`src/rtl/unidade_controle_jogo_pkg.sv`:
```
// Shared encodings for the memory-game control unit. The datapath and the
// top level reuse these state codes when decoding db_estado.
package unidade_controle_jogo_pkg;

  localparam int ESTADO_W = 4;

  // Every 4-bit code is a real state, so no illegal encodings exist.
  typedef enum logic [ESTADO_W-1:0] {
    INICIAL       = 4'h0,
    PREPARA       = 4'h1,
    EXIBE         = 4'h2,
    INICIA_RODADA = 4'h3,
    ESPERA        = 4'h4,
    REGISTRA      = 4'h5,
    COMPARA       = 4'h6,
    PROXIMA       = 4'h7,
    INCR_NOVA     = 4'h8,
    ESPERA_NOVA   = 4'h9,
    REGISTRA_NOVA = 4'hA,
    ESCREVE       = 4'hB,
    PROX_RODADA   = 4'hC,
    FIM_GANHOU    = 4'hD,
    FIM_PERDEU    = 4'hE,
    FIM_TIMEOUT   = 4'hF
  } estado_t;

endpackage

```
`src/rtl/unidade_controle_jogo.sv`:
```
// Moore control unit for the memory game. Sequences the datapath counters,
// play register and sequence memory, and reports the game outcome.
module unidade_controle_jogo
  import unidade_controle_jogo_pkg::*;
(
  input  logic       clock,
  input  logic       reset,
  input  logic       jogar,
  input  logic       tem_jogada,
  input  logic       igual,
  input  logic       fimE,
  input  logic       fimL,
  input  logic       fimT,
  input  logic       fimTO,
  input  logic       cfg_timeout,
  output logic       zeraE,
  output logic       contaE,
  output logic       zeraL,
  output logic       contaL,
  output logic       zeraT,
  output logic       contaT,
  output logic       zeraTO,
  output logic       contaTO,
  output logic       registraM,
  output logic       registraR,
  output logic       escreveM,
  output logic       mostra_inicial,
  output logic       pronto,
  output logic       ganhou,
  output logic       perdeu,
  output logic       timeout,
  output logic [3:0] db_estado
);

  estado_t estado;
  estado_t prox_estado;

  // A timeout only counts when enabled; a simultaneous press always wins
  // because the press is tested first in the waiting states.
  logic expirou;
  assign expirou = fimTO && cfg_timeout;

  // State register with synchronous, top-priority reset.
  // NOTE: sequential state uses non-blocking (<=) so every flop samples the
  // pre-edge values; combinational blocks below use blocking (=).
  always_ff @(posedge clock) begin
    if (reset) estado <= INICIAL;
    else       estado <= prox_estado;
  end

  // Next-state logic.
  always_comb begin
    // NOTE: default first so every path assigns prox_estado and no latch is inferred.
    prox_estado = estado;
    case (estado)
      INICIAL:       if (jogar) prox_estado = PREPARA;
      PREPARA:       prox_estado = EXIBE;
      EXIBE:         if (fimT) prox_estado = INICIA_RODADA;
      INICIA_RODADA: prox_estado = ESPERA;
      ESPERA: begin
        if (tem_jogada)   prox_estado = REGISTRA;
        else if (expirou) prox_estado = FIM_TIMEOUT;
      end
      REGISTRA:      prox_estado = COMPARA;
      COMPARA: begin
        if (!igual)     prox_estado = FIM_PERDEU;
        else if (!fimE) prox_estado = PROXIMA;
        else if (fimL)  prox_estado = FIM_GANHOU;
        else            prox_estado = INCR_NOVA;
      end
      PROXIMA:       prox_estado = ESPERA;
      INCR_NOVA:     prox_estado = ESPERA_NOVA;
      ESPERA_NOVA: begin
        if (tem_jogada)   prox_estado = REGISTRA_NOVA;
        else if (expirou) prox_estado = FIM_TIMEOUT;
      end
      REGISTRA_NOVA: prox_estado = ESCREVE;
      ESCREVE:       prox_estado = PROX_RODADA;
      PROX_RODADA:   prox_estado = INICIA_RODADA;
      FIM_GANHOU,
      FIM_PERDEU,
      FIM_TIMEOUT:   if (jogar) prox_estado = PREPARA;
      default:       prox_estado = INICIAL;
    endcase
  end

  // Moore output decode: strobes depend only on the current state.
  always_comb begin
    zeraE          = 1'b0;
    contaE         = 1'b0;
    zeraL          = 1'b0;
    contaL         = 1'b0;
    zeraT          = 1'b0;
    contaT         = 1'b0;
    zeraTO         = 1'b0;
    contaTO        = 1'b0;
    registraM      = 1'b0;
    registraR      = 1'b0;
    escreveM       = 1'b0;
    mostra_inicial = 1'b0;
    pronto         = 1'b0;
    ganhou         = 1'b0;
    perdeu         = 1'b0;
    timeout        = 1'b0;
    case (estado)
      PREPARA: begin
        zeraE     = 1'b1;
        zeraL     = 1'b1;
        zeraT     = 1'b1;
        zeraTO    = 1'b1;
        registraM = 1'b1;
      end
      EXIBE: begin
        contaT         = 1'b1;
        mostra_inicial = 1'b1;
      end
      INICIA_RODADA: begin
        zeraE  = 1'b1;
        zeraTO = 1'b1;
      end
      ESPERA, ESPERA_NOVA:     contaTO   = 1'b1;
      REGISTRA, REGISTRA_NOVA: registraR = 1'b1;
      PROXIMA, INCR_NOVA: begin
        contaE = 1'b1;
        zeraTO = 1'b1;
      end
      ESCREVE:     escreveM = 1'b1;
      PROX_RODADA: contaL   = 1'b1;
      FIM_GANHOU: begin
        pronto = 1'b1;
        ganhou = 1'b1;
      end
      FIM_PERDEU: begin
        pronto = 1'b1;
        perdeu = 1'b1;
      end
      FIM_TIMEOUT: begin
        pronto  = 1'b1;
        perdeu  = 1'b1;
        timeout = 1'b1;
      end
      default: ;
    endcase
  end

  assign db_estado = estado;

endmodule

```
`config.mk`:
```
export PLATFORM = sky130hd
export DESIGN_NAME = unidade_controle_jogo
export DESIGN_NICKNAME = d
export VERILOG_FILES = /design/src/rtl/unidade_controle_jogo_pkg.sv /design/src/rtl/unidade_controle_jogo.sv
export SDC_FILE = /design/constraint.sdc
export NUM_CORES = 1
export LEC_CHECK = 0
export CAP_MARGIN = 40
export CORE_MARGIN = 3
export CORE_UTILIZATION = 39
export CTS_BUF_LIST = sky130_fd_sc_hd__clkbuf_8 sky130_fd_sc_hd__clkbuf_16
export CTS_CLUSTER_DIAMETER = 120
export CTS_CLUSTER_SIZE = 14
export DETAILED_ROUTE_END_ITERATION = 12
export PLACE_DENSITY = 0.82
export SYNTH_ARGS = -nofsm -noshare
export SYNTH_HDL_FRONTEND = slang
export SYNTH_SLANG_ARGS = --single-unit
```
`constraint.sdc`:
```
create_clock -name clock -period 2.6 [get_ports clock]
set_input_delay 0.65 -clock clock [delete_from_list [all_inputs] [get_ports clock]]
set_output_delay 0.65 -clock clock [all_outputs]
set_load 0.01 [all_outputs]
```
# --- Word-level counts from Yosys, hierarchy flattened ---
# Index checks and enable logic that the tools add are counted.
word_totals:
  inputBits: 10
  register_bits: 4
  output_inout_bits: 20
  wordCells: 52
classes:
  muxes: 22
  reduce_logical: 12
  eq_ne: 17
ops:
  columns: ["operator", "count"]
  rows:
  - ["4-bit case mux with 12 select lines", 1]
  - ["4-bit equality test, second input constant", 8]
  - ["4-bit 2-to-1 mux", 7]
  - ["4-bit by 3-bit equality test with 1-bit output, second input constant", 4]
  - ["1-bit 2-to-1 mux", 13]
  - ["2-bit OR reduction", 6]
  - ["4-bit by 2-bit equality test with 1-bit output, second input constant", 2]
  - ["4-bit OR reduction", 2]
  - ["4-bit by 1-bit equality test with 1-bit output, second input constant", 1]
  - ["4-bit zero test", 1]
  - ["3-bit 2-to-1 mux", 1]
  - ["3-bit OR reduction", 1]
  - ["2-bit by 1-bit inequality test with 1-bit output, second input constant", 1]
  - ["2-bit inequality test, second input constant", 1]
  - ["2-bit AND reduction", 1]
  - ["1-bit logical AND", 1]

# --- Longest topological paths before layout ---
depth:
  depth_word: 4
  ltp_mapped: 5
  mapped_depth_nobuf: 4

# --- Worst setup path before layout ---
# Ideal clock, no wire load.
synth_path:
  path_type: "reg2out"
  startpoint: "register estado[1] (netlist: db_estado[1])"
  endpoint: "output zeraL"
  path_stages_with_launch: 5
  n_path_buf: 2
  slack_ns: 0.567
  t_arrival_ns: 1.383
  required_ns: 1.950
  path_cell_list: "dfxtp_1 clkbuf_1 nand2b_1 nor3_1 buf_4"
synth_between:
  elab_chain_cells: 2
synth_rtl:
  columns: ["element", "line_no", "text"]
  rows:
  - ["start: declaration", "unidade_controle_jogo.sv:35", "estado_t estado;"]
  - ["start signal: assignment", "unidade_controle_jogo.sv:48", "else estado <= prox_estado;"]
  - ["4-bit by 1-bit equality test with 1-bit output", null, null]
  - ["1-bit 2-to-1 mux", null, null]
  - ["end: declaration", "unidade_controle_jogo.sv:18", "output logic zeraL,"]
# No other way between the ends.

# --- Final worst setup path ---
layout_path:
  startpoint: "register estado[3] (netlist: db_estado[3])"
  endpoint: "output zeraTO"
layout_between:
  elab_chain_cells: 3
  word_cells_on_any_way: 6
  cone_classes: "4 x eq/ne; 1 x mux; 1 x reduce/logical"
layout_rtl:
  columns: ["element", "line_no", "text"]
  rows:
  - ["4-bit by 1-bit equality test with 1-bit output (tied with other cells)", "unidade_controle_jogo.sv:105", "case (estado)"]
  - ["4-bit OR reduction (no source line) *", null, null]
  - ["1-bit 2-to-1 mux *", "unidade_controle_jogo.sv:105", null]
  - ["end: declaration", "unidade_controle_jogo.sv:22", "output logic zeraTO,"]
# Every way passes the cells marked *; elsewhere a longest branch is shown, timed or not.

==> flow_summary.ini <==
[placement]
cell_area_after_placement_um2 = 805
gp_routability_congestion = 0.871
port-buffer-count = 29
dpl_worst_slack_ps = 268
dp_hpwl_mm = 1.21

[timing]
fin_crit_sh_pct = 96.6
drv_slew = 0
skew_ps = 4.58
final_hold_slack_ps = 682
finalSetupViolCount = 0
final-hold-violation-count = 0
fin_setup_tns_ps = 0
period_minus_slack_ps = 2510
maxSlewHeadroom_pct = 79.2
tightest_slew_ps = 311
postLayoutSetupSlackWorst_ps = 89.5
maximum_clock_frequency_ghz = 0.398
grt_setup_unrepaired = false

[clock_network]
clk_pin_slew_worst_paths_ps = 30
clock_sink_count = 4
postCtsSetupRepairBufs = 0
cts_tree = built
cts_buffer_depth = 2
cts_inserted_buffers = 3
cts-root-buf = sky130_fd_sc_hd__clkbuf_8
clock_latency_ps = 220
htree_num_levels = 1

[synth]
share_of_the_yosys_chip_area_belonging_to_registers_pct = 15.6
synth_seq_cells = 4
mappedNetlistArea_um2 = 514
ys.flop_type = sky130_fd_sc_hd__dfxtp_1
synth.avg_cell_area_um2 = 6.95
synth-async-reset-ratio_pct = 0
synthDistinctLibCells = 36
synth-edff-count = 0
postSynthCellCount = 74
ys_warn_count = 0
postSynthNetCount = 84

[detailed_routing]
final_antenna_net_count = 0
number_of_search_and_repair_iterations_in_the_first_detailed_routing_pass = 4
drc = 0
route.detailed.wl_per_inst_um = 15.0
route.vias.total = 666
drt-total-wl_mm = 1.74
drtIter0Drc = 54
route.met3.wl_um = 143
vias_per_cell = 5.74
met1Wirelength_um = 742
highest_layer = met4
dr_wl_met2_um = 846

[setup_path]
critical_path_arrival_ps = 1860
worst_r2r_endpoint = db_estado[1]
regToRegStartpoint = db_estado[3]
reg2reg_depth = 5
timing.critical_path.fanout_max = 9
endpoint_kind = primary output
worst_setup_path_type = flip-flop to primary output
critPathRequiredTime_ps = 1950
setup.worst_path.start_class = flip-flop
rrSetupSlack_ps = 700

[final_layout]
finish.net_count = 114
diodes = 0
filler_cell_count = 102
final_design_area_no_fill_um2 = 852
largest_register_ffs = 4
syn2layout_area_growth_pct = 65.7
layout-drive-gt1-share_pct = 11.8
layout.cells.most_common = sky130_fd_sc_hd__clkdlybuf4s50_1
most-common-layout-cells = sky130_fd_sc_hd__clkdlybuf4s50_1 (29), sky130_fd_sc_hd__nor2_1 (9), sky130_fd_sc_hd__nand2_1 (7)
fraction_of_the_core_area_covered_by_cells_at_the_end_of_the_flow_pct = 72.8

[global_route]
first_pass_grt_wire_length_mm = 2.79
antenna_found_initial = 0
overflow = 0
grt_start_max_net_pins = 15
first_global_vias = 595
groute.usage.overall_pct = 20.0

[worst_hold_path]
worstHoldPathType = flip-flop to flip-flop
min_delay_worst_endpoint = db_estado[1]
hold-path-cell-count = 2
min_from = db_estado[1]

[flow_run]
maxCapViolCount = 0

[power]
power.density_mw_per_mm2 = 941
combPwrFrac_pct = 66.4
leakagePower_uw = 0.000311
pwr-share-clk_pct = 16.3
ir_worst_vdd_mv = 0.553
p_sw_share_pct = 42.0
design_internal_power_uw = 465
seq_power_share_pct = 17.3
netsw_uw = 337

[die]
design.core.area_mm2 = 0.00117
initial_cell_density_of_the_core_pct = 43.9
std_cell_rows = 12
die-width_um = 42.3
dieArea_mm2 = 0.00179
floorplan.die.height_um = 42.3
total_i_o_pin_count = 30

[outcome]
outcome = finished, final reports clean
==> cell usage after synthesis (2+ instances only) <==
master / number / area (um2)
sky130_fd_sc_hd__o22ai_1: 2 / 12.5
sky130_fd_sc_hd__a311oi_1: 2 / 17.5
sky130_fd_sc_hd__nand3b_1: 2 / 15.0
sky130_fd_sc_hd__o21ai_0: 2 / 10.0
sky130_fd_sc_hd__nand2b_1: 5 / 31.3
sky130_fd_sc_hd__buf_4: 3 / 22.5
sky130_fd_sc_hd__o21a_1: 2 / 15.0
sky130_fd_sc_hd__nand2_1: 7 / 26.3
sky130_fd_sc_hd__dfxtp_1: 4 / 80.1
sky130_fd_sc_hd__inv_1: 5 / 18.8
sky130_fd_sc_hd__nor2b_1: 2 / 12.5
sky130_fd_sc_hd__clkbuf_1: 2 / 7.51
sky130_fd_sc_hd__buf_2: 2 / 10.0
sky130_fd_sc_hd__or2_2: 2 / 12.5
sky130_fd_sc_hd__nor2_1: 9 / 33.8
sky130_fd_sc_hd__a21oi_1: 3 / 15.0
==> metal layers <==
layer	global-route usage, %	vias to the layer above
met2	31.9	41
met4	5.59	0
met1	26.1	298
met3	5.58	2
met5	0	-
li1	-	325
==> worst max-delay path: stages, from the launching register on <==
cell                              delay (ps)
sky130_fd_sc_hd__dfxtp_1                 480
sky130_fd_sc_hd__inv_1                   160
sky130_fd_sc_hd__and3_1                  210
sky130_fd_sc_hd__or2_2                   290
sky130_fd_sc_hd__clkdlybuf4s50_1         490
==> logic make-up (layout without fill, tap and decap cells) <==
group	count (synthesis)	after routing	share of synthesized area, %
flops	4	4	15.6
simple gates	35	35	38.0
buf+inv	12	40	11.4
compound gates	23	23	35.0
==> how the worst max path moves through the flow <==
stage                 start        endpoint  slack (ps)  cells past startpoint
2_1_floorplan  db_estado[1]           zeraL         570                      4
3_3_place_gp   db_estado[1]  mostra_inicial         300                      3
3_5_place_dp   db_estado[1]          contaT         270                      3
4_1_cts        db_estado[1]          contaT          40                      3
5_1_grt        db_estado[3]          zeraTO          10                      4
6_report       db_estado[3]          zeraTO          90                      4
==> power groups by stage <==
stage | clock network [uW] | registers (uW) | logic, uW
after floorplan | 0 | 115 | 332
after global placement | 0 | 134 | 514
after detailed placement | 0 | 135 | 517
after CTS | 132 | 134 | 527
after global routing | 140 | 145 | 568
final | 130 | 139 | 533
==> repair_timing <==
action | 4_1_cts | 5_1_grt
gates resized for setup | 0 | 2
endpoints found under the hold margin | 0 | 0
hold buffers | 0 | 0
setup endpoints to repair | 0 | 7
==> final cells by class <==
type	instances	area [um2]	area share (%)
Inverter	5	18.8	2.20
Timing Repair Buffer	32	313	36.7
Sequential cell	4	81.3	9.54
Clock buffer	3	41.3	4.85
Multi-Input combinational cell	58	380	44.6
Tap cell	14	17.5	2.06
==> stage by stage <==
stage,std cells,power [uW]
after floorplan,74,447
after global placement,113,648
after detailed placement,113,652
after CTS,116,792
after global routing,116,852
final,116,802
(Power assumes the default switching activity.)
